===== config.mk =====
export PLATFORM = sky130hd
export DESIGN_NAME = swing_conditioner
export DESIGN_NICKNAME = d
export VERILOG_FILES = /design/src/rtl/swing_conditioner.sv
export SDC_FILE = /design/constraint.sdc
export NUM_CORES = 1
export LEC_CHECK = 0
export BUFFER_PORTS_ARGS = -buffer_cell sky130_fd_sc_hd__buf_2
export CAP_MARGIN = 20
export CORE_AREA = 3 3 103 105
export CTS_CLUSTER_SIZE = 10
export DETAILED_ROUTE_END_ITERATION = 8
export DIE_AREA = 0 0 106 108
export SLEW_MARGIN = 0
export SYNTH_ARGS = -nofsm -noshare
export SYNTH_HDL_FRONTEND = slang
export SYNTH_SLANG_ARGS = --single-unit

===== constraint.sdc =====
create_clock -name clk -period 5.4 [get_ports clk]
set_clock_uncertainty 0.15 [all_clocks]
set_input_delay 1.35 -clock clk [delete_from_list [all_inputs] [get_ports clk]]
set_output_delay 1.35 -clock clk [all_outputs]
set_load 0.01 [all_outputs]

===== src/rtl/swing_conditioner.sv =====
// -----------------------------------------------------------------------------
// swing_conditioner
//
// Turns the two raw player push-buttons into clean, single-shot swing pulses
// for the ball block, and keeps a saturating swing count per player for the
// score/debug display.
//
// Each player has its own channel:
//   2-FF synchronizer -> press debounce -> fixed-width pulse -> release
//   debounce -> post-swing cooldown -> idle
// Holding, bouncing or repeatedly tapping a button yields at most one swing
// per press. The two channels are fully independent and have no arbitration.
//
// Ports (top):
//   clk              system clock, all logic on the rising edge
//   rst              synchronous active-low reset
//   btn_raw_one/two  asynchronous raw button inputs
//   enable           1 = new presses accepted (game active)
//   button_one/two   registered swing pulses, PULSE_CYCLES wide
//   swing_count_*    registered accepted-swing counts, saturating at 255
// -----------------------------------------------------------------------------

// -----------------------------------------------------------------------------
// swing_channel
//
// One player's conditioning path. All outputs come straight from flops.
//
// Ports:
//   clk, rst    clock and synchronous active-low reset
//   i_raw       asynchronous raw button
//   i_enable    gates only the idle -> press-debounce transition
//   o_button    registered swing pulse
//   o_count     registered saturating swing count
// -----------------------------------------------------------------------------
module swing_channel #(
    parameter int DEBOUNCE_CYCLES = 4,
    parameter int PULSE_CYCLES    = 8,
    parameter int COOLDOWN_CYCLES = 16,
    parameter int CNT_W           = 16
) (
    input  logic       clk,
    input  logic       rst,
    input  logic       i_raw,
    input  logic       i_enable,
    output logic       o_button,
    output logic [7:0] o_count
);

    typedef enum logic [2:0] {
        ST_IDLE       = 3'd0,
        ST_PRESS_DB   = 3'd1,
        ST_FIRE       = 3'd2,
        ST_RELEASE_DB = 3'd3,
        ST_COOLDOWN   = 3'd4
    } state_t;

    // Terminal counts; each phase counts from 0 (or 1) up to its last value.
    localparam logic [CNT_W-1:0] DB_LAST   = CNT_W'(DEBOUNCE_CYCLES - 1);
    localparam logic [CNT_W-1:0] PULSE_LAST = CNT_W'(PULSE_CYCLES - 1);
    localparam logic [CNT_W-1:0] COOL_LAST = CNT_W'(COOLDOWN_CYCLES - 1);
    localparam logic [CNT_W-1:0] CNT_ZERO  = '0;
    localparam logic [CNT_W-1:0] CNT_ONE   = CNT_W'(1);

    // Saturating increment for the 8-bit swing count.
    function automatic logic [7:0] sat_inc8(input logic [7:0] value);
        logic [7:0] result;
        if (value == 8'hFF) begin
            result = 8'hFF;
        end else begin
            result = value + 8'd1;
        end
        return result;
    endfunction

    logic             r_sync1;
    logic             r_sync2;
    state_t           r_state;
    logic [CNT_W-1:0] r_cnt;
    logic             r_button;
    logic [7:0]       r_count;

    // Two-stage synchronizer for the asynchronous raw button.
    always_ff @(posedge clk) begin
        if (!rst) begin
            r_sync1 <= 1'b0;
            r_sync2 <= 1'b0;
        end else begin
            r_sync1 <= i_raw;
            r_sync2 <= r_sync1;
        end
    end

    // Channel FSM with registered pulse and swing-count outputs.
    always_ff @(posedge clk) begin
        if (!rst) begin
            r_state  <= ST_IDLE;
            r_cnt    <= CNT_ZERO;
            r_button <= 1'b0;
            r_count  <= 8'd0;
        end else begin
            case (r_state)
                ST_IDLE: begin
                    r_button <= 1'b0;
                    if (r_sync2 && i_enable) begin
                        // This sample is the first of the press debounce run.
                        r_state <= ST_PRESS_DB;
                        r_cnt   <= CNT_ONE;
                    end else begin
                        r_state <= ST_IDLE;
                        r_cnt   <= CNT_ZERO;
                    end
                end

                ST_PRESS_DB: begin
                    if (!r_sync2 || !i_enable) begin
                        // Bounce or game paused: abandon without a pulse.
                        r_state  <= ST_IDLE;
                        r_cnt    <= CNT_ZERO;
                        r_button <= 1'b0;
                    end else if (r_cnt == DB_LAST) begin
                        r_state  <= ST_FIRE;
                        r_cnt    <= CNT_ZERO;
                        r_button <= 1'b1;
                        r_count  <= sat_inc8(r_count);
                    end else begin
                        r_state  <= ST_PRESS_DB;
                        r_cnt    <= r_cnt + CNT_ONE;
                        r_button <= 1'b0;
                    end
                end

                ST_FIRE: begin
                    // Pulse width is fixed; button level and enable are ignored.
                    if (r_cnt == PULSE_LAST) begin
                        r_state  <= ST_RELEASE_DB;
                        r_cnt    <= CNT_ZERO;
                        r_button <= 1'b0;
                    end else begin
                        r_state  <= ST_FIRE;
                        r_cnt    <= r_cnt + CNT_ONE;
                        r_button <= 1'b1;
                    end
                end

                ST_RELEASE_DB: begin
                    r_button <= 1'b0;
                    if (r_sync2) begin
                        // Still held (or bouncing): restart the low-run count.
                        r_state <= ST_RELEASE_DB;
                        r_cnt   <= CNT_ZERO;
                    end else if (r_cnt == DB_LAST) begin
                        r_state <= ST_COOLDOWN;
                        r_cnt   <= CNT_ZERO;
                    end else begin
                        r_state <= ST_RELEASE_DB;
                        r_cnt   <= r_cnt + CNT_ONE;
                    end
                end

                ST_COOLDOWN: begin
                    r_button <= 1'b0;
                    if (r_cnt == COOL_LAST) begin
                        r_state <= ST_IDLE;
                        r_cnt   <= CNT_ZERO;
                    end else begin
                        r_state <= ST_COOLDOWN;
                        r_cnt   <= r_cnt + CNT_ONE;
                    end
                end

                default: begin
                    r_state  <= ST_IDLE;
                    r_cnt    <= CNT_ZERO;
                    r_button <= 1'b0;
                end
            endcase
        end
    end

    assign o_button = r_button;
    assign o_count  = r_count;

endmodule

// -----------------------------------------------------------------------------
// swing_conditioner (top): two independent player channels.
// -----------------------------------------------------------------------------
module swing_conditioner #(
    parameter int DEBOUNCE_CYCLES = 4,
    parameter int PULSE_CYCLES    = 8,
    parameter int COOLDOWN_CYCLES = 16,
    parameter int CNT_W           = 16
) (
    input  logic       clk,
    input  logic       rst,
    input  logic       btn_raw_one,
    input  logic       btn_raw_two,
    input  logic       enable,
    output logic       button_one,
    output logic       button_two,
    output logic [7:0] swing_count_one,
    output logic [7:0] swing_count_two
);

    logic       w_button_one;
    logic       w_button_two;
    logic [7:0] w_count_one;
    logic [7:0] w_count_two;

    swing_channel #(
        .DEBOUNCE_CYCLES (DEBOUNCE_CYCLES),
        .PULSE_CYCLES    (PULSE_CYCLES),
        .COOLDOWN_CYCLES (COOLDOWN_CYCLES),
        .CNT_W           (CNT_W)
    ) u_chan_one (
        .clk      (clk),
        .rst      (rst),
        .i_raw    (btn_raw_one),
        .i_enable (enable),
        .o_button (w_button_one),
        .o_count  (w_count_one)
    );

    swing_channel #(
        .DEBOUNCE_CYCLES (DEBOUNCE_CYCLES),
        .PULSE_CYCLES    (PULSE_CYCLES),
        .COOLDOWN_CYCLES (COOLDOWN_CYCLES),
        .CNT_W           (CNT_W)
    ) u_chan_two (
        .clk      (clk),
        .rst      (rst),
        .i_raw    (btn_raw_two),
        .i_enable (enable),
        .o_button (w_button_two),
        .o_count  (w_count_two)
    );

    // Channel outputs are already flop outputs; pass them straight through.
    assign button_one      = w_button_one;
    assign button_two      = w_button_two;
    assign swing_count_one = w_count_one;
    assign swing_count_two = w_count_two;

endmodule


**Word level (Yosys, flattened, before mapping)**

Index checks and enable logic that the tools add are counted.

- Register bits after elaboration: 60
- Word-level logic and storage cells: 85
- Input bits: 5

- Muxes and demuxes: 40
- Add/sub/neg operators: 4
- Bitwise operators: 2
- Equality and inequality tests: 16
- Reduce and logical (&&, ||, !) cells: 11

Operator list:

| operator | count |
|---|---|
| $mux W16 | 10 |
| $pmux W16 S5 | 2 |
| $add A16 B1 Y16 const B | 2 |
| $eq A16 B2 Y1 const B | 2 |
| $eq A16 B3 Y1 const B | 2 |
| $eq A16 B4 Y1 const B | 2 |
| $pmux W3 S5 | 2 |
| $mux W3 | 8 |
| $add A8 B1 Y8 const B | 2 |
| $eq A8 B8 Y1 const B | 2 |
| $mux W8 | 2 |
| $eq A3 B2 Y1 const B | 4 |
| $mux W1 | 12 |
| $eq A3 B1 Y1 const B | 2 |
| $eq A3 B3 Y1 const B | 2 |
| $logic_not A3 Y1 | 2 |
| $reduce_and A3 Y1 | 2 |
| $mux W2 | 2 |
| $pmux W1 S2 | 2 |
| $logic_not A1 Y1 | 3 |
| $logic_and A1 B1 Y1 | 2 |
| $logic_or A1 B1 Y1 | 2 |
| $not A1 Y1 | 2 |

**Longest topological paths before layout**

- Depth in word-level cells: 4
- Mapped depth: 8

**By module**

Synthesis repeated with hierarchy kept, for this count alone.

- Cell total of the unflattened synthesis: 333
- Area, all modules: 2959.1 µm²

Modules (own cells, without submodules):

| module | area each (µm²) | sequential area each (µm²) | cells an instance | times used |
|---|---|---|---|---|
| swing_channel at u_chan_two | 1503.9 | 600.6 | 167 | 1 |
| swing_channel at u_chan_one | 1455.1 | 600.6 | 166 | 1 |

**Least setup slack after synthesis**

Ideal clock, no wire load.

- Path kind: input-to-reg
- From: input port enable
- To: register u_chan_one.r_count[6], in the netlist u_chan_one.o_count[6]
- Path slack: 2543 ps
- Stages: 6
- Path buffers: 1
- Data arrival time: 2585 ps
- Data required time: 5128 ps
- Setup time: 122 ps
- Cells stage by stage: nand4b_1 > or2_2 > clkbuf_1 > nor3_1 > nand2_1 > o311a_1

- Word-level cells in the longest chain between the ends: 4

Ends and longest elaborated chain:

| element | line | source |
|---|---|---|
| from (decl) | 198 | `input logic enable,` |
| $logic_not A1 Y1 | 115 | `if (!r_sync2 \|\| !i_enable) begin` |
| $logic_or A1 B1 Y1 | 115 |  |
| $not A1 Y1 (no line) | - |  |
| $reduce_and A3 Y1 (no line) | - |  |
| to (signal assigned) | 124 | `r_count <= sat_inc8(r_count);` |
| to (decl) | 80 | `logic [7:0] r_count;` |

Every way passes these cells.
A chain may end at the register's enable or synchronous reset.

==> results.txt <==
Post-route ant nets - 0
Final HPWL DP - 4.27 mm
RSZ-0062 raised after global routing - false
Top cell type by total area after synthesis - dfxtp_1
CTS Hold Bufs - 0
Cells after synthesis - 333
Post-Syn Area per Cell - 8.73 µm²
Clock Latency Late Sink - 0.34 ns
Root Buffer Master - clkbuf_8
I/O Pins - 23
Congestion Overflow GR - 0
First-pass GRT wire length - 10.7 mm
Design Area, Final - 3330 µm²
Area share of the largest cell type after synthesis - 41.3%
Post-Synth Simple-Gate Area - 33.4%
Max cap viols - 0
Core area - 9730 µm²
CP Max Fanout - 20
P_leak - 0.00118 µW
Placed cell count - 476
Final setup TNS - 0 ns
Cells on worst reg2reg path - 5
Post-CTS Setup Repair Bufs - 0
Combinational share of power - 1.1%
Adder-Cell Fraction of Synth Area - 2.15%
Detailed Routing Iterations Pass 1 - 4
Power Density - 273 nW/µm²
Number of global-route vias before repair - 2265
P_int - 729 µW
NumNets Final - 364
Clock power frac - 49.9%
RD Place Congestion - 0.804
Post-route minimum period - 2.98 ns
Unique cell type count in the Yosys netlist - 54
Final cell count without fillers - 491
Total GRT Usage - 11.7%
Post-synth ARST share - 0%
Critical Path End Type - register
Fin. Hold Viols - 0
Clock Tree Buf Depth - 2
Compound-Gate Fraction of Synth Area - 11.0%
#FFs+latches synth - 60
NetSw - 181 µW
Initial Util - 29.9%
Main synth FF type - dfxtp_1
Slew @ Worst Pin - 0.714 ns
Initial antenna violation count - 0
Most frequent cells in the layout - 60 x dfxtp_1, 52 x nor2_1, 24 x nand2_1
CP max-delay cell - or4b_2
Vias per Instance - 4.98
Hold Crit Class - register to register
Sequential share of the synthesized area - 41.3%
Layout area overhead - 14.7%
Worst Path Arrival - 3.05 ns
Vias - 2446
Worst path required time - 5.48 ns
Syn Nets - 343
Share of cells above drive strength 1 - 15.1%
Residual DRC - 0
Worst Setup Path Type - primary input to register
Number of synthesized flops with an enable pin - 0
Cell Rows - 36
Slowest stage delay, CP - 0.72 ns
Final core utilization - 34.3%
Die ar. - 11400 µm²
Num CTS Buffers - 9
Final setup fails - 0
Fin crit share - 55.2%
Rel. slew slack - 52.3%
Worst Setup Start Kind - primary input
CTS tree - built
Die Wd - 106 µm
Sequential power share - 49.0%
Routed wire length - 6.13 mm
Largest family of logic cells by synthesized area - simple AND/OR/NAND/NOR gates
Placed instance area - 3110 µm²
WL per Instance - 12.5 µm
Status - complete, no violations
VDD IR max - 0.0942 mV
Post-CTS Resized - 0
Area contributors post-synth - dfxtp_1 41%, nor2_1 6.7%, xnor2_1 4.2%, xor2_1 4.2%, nand3_1 3.6%
Clock-pin slew on the worst setup and hold paths - 0.06 ns
Initial DRC count - 174
Die height - 108 µm
CP cell instances - buf_2 > clkinv_1 > or4b_2 > a2111oi_0
H-tree levels - 3
Final Max Slew Viols - 0
Hold depth - 1
Max Clock Freq - 336 MHz
Inserted Diodes - 0
Multiplexer share of the synthesized area - 0.689%
YS warnings - 0
Final hold slack - 0.290 ns
Most common cell after layout, fill and taps aside - dfxtp_1
Clk sink count - 60
Largest net degree at the start of global routing - 21
Net Sw Frac - 19.9%
Post-Syn Area - 2910 µm²
Post-Synth XOR/XNOR Area - 8.44%
Port-buffer cells - 22
synthesized netlist by cell type (2+ instances only):
cell / n
or3_1: 2
and2_1: 4
nor2_1: 52
o21ai_0: 7
xor2_1: 14
or4_4: 4
and4_1: 7
buf_1: 2
inv_1: 2
mux2i_1: 2
a21oi_1: 12
nand2b_1: 5
nand4_1: 12
or2_2: 2
nor2b_1: 6
dfxtp_1: 60
a41o_1: 2
a311o_1: 2
o211a_1: 3
o311a_1: 2
nor3b_1: 2
a211oi_1: 4
nor3_1: 10
nand3_1: 21
nand4b_1: 2
buf_6: 2
a31o_2: 3
and3_1: 10
xnor2_1: 14
nand2_1: 24
buf_4: 3
clkbuf_1: 3
o21bai_1: 3
ha_1: 5
nor4_1: 6
stage by stage:
stage               setup WS, ns  total power, µW
floorplan                   2.54              463
global placement            2.06              466
detailed placement          2.02              466
CTS                         2.39              927
global route                2.29              944
finish                      2.42              911
power by group through the flow:
stage | sequential (µW) | combinational [µW] | clock, µW
2_1_floorplan | 455 | 7.45 | 0
3_3_place_gp | 456 | 9.97 | 0
3_5_place_dp | 456 | 10.1 | 0
4_1_cts | 446 | 10.2 | 471
5_1_grt | 446 | 11.5 | 486
6_report | 446 | 9.99 | 455
registers in the layout, indices dropped and copies added (netlist names):
| name | count |
|---|---|
| u_chan_one.o_count | 8 |
| u_chan_two.o_button | 1 |
| u_chan_one.r_cnt | 16 |
| u_chan_two.o_count | 8 |
| u_chan_two.r_sync2 | 1 |
| u_chan_one.r_sync2 | 1 |
| u_chan_two.r_cnt | 16 |
| u_chan_one.r_state | 3 |
| u_chan_one.r_sync1 | 1 |
| u_chan_one.o_button | 1 |
| u_chan_two.r_state | 3 |
| u_chan_two.r_sync1 | 1 |
worst max-delay path, delay by kind of cell:
family | cells | cell delay, ns
AO/OA/AOI/OAI | 1 | 0.33
AND/OR/NAND/NOR | 1 | 0.72
buffers and inverters | 2 | 0.64
logic make-up after synthesis:
logic type                 after synthesis
DFF                                     60
AOI/OAI and AO/OA                       44
adders and majority gates                5
buffers and inverters                   15
xor gates and xnor gates                28
and+or+nand+nor                        179
muxes                                    2
per-layer routing:
metal  wire [µm]  track usage (%)
met1        2830             14.0
met2        2910             19.4
met3         281             3.16
met4         102             5.83
met5           0                0
worst paths after layout:
path / start / endpoint / slack [ns]
hold / removal: u_chan_two.r_sync1 / u_chan_two.r_sync2 / 0.29
hold reg to reg: u_chan_two.r_sync1 / u_chan_two.r_sync2 / 0.29
setup reg to reg: u_chan_one.r_cnt[8] / u_chan_one.r_cnt[0] / 2.68
setup / recovery: rst / u_chan_two.r_state[0] / 2.42
cell type report:
class,instances,area (µm²)
Fill cell,1021,6400
Multi-Input combinational cell,258,1620
Sequential cell,60,1200
Tap cell,133,166
Clock buffer,11,151
Timing Repair Buffer,22,110
Clock inverter,4,72.6
Inverter,3,11.3
Power figures use the tool's default switching activity.
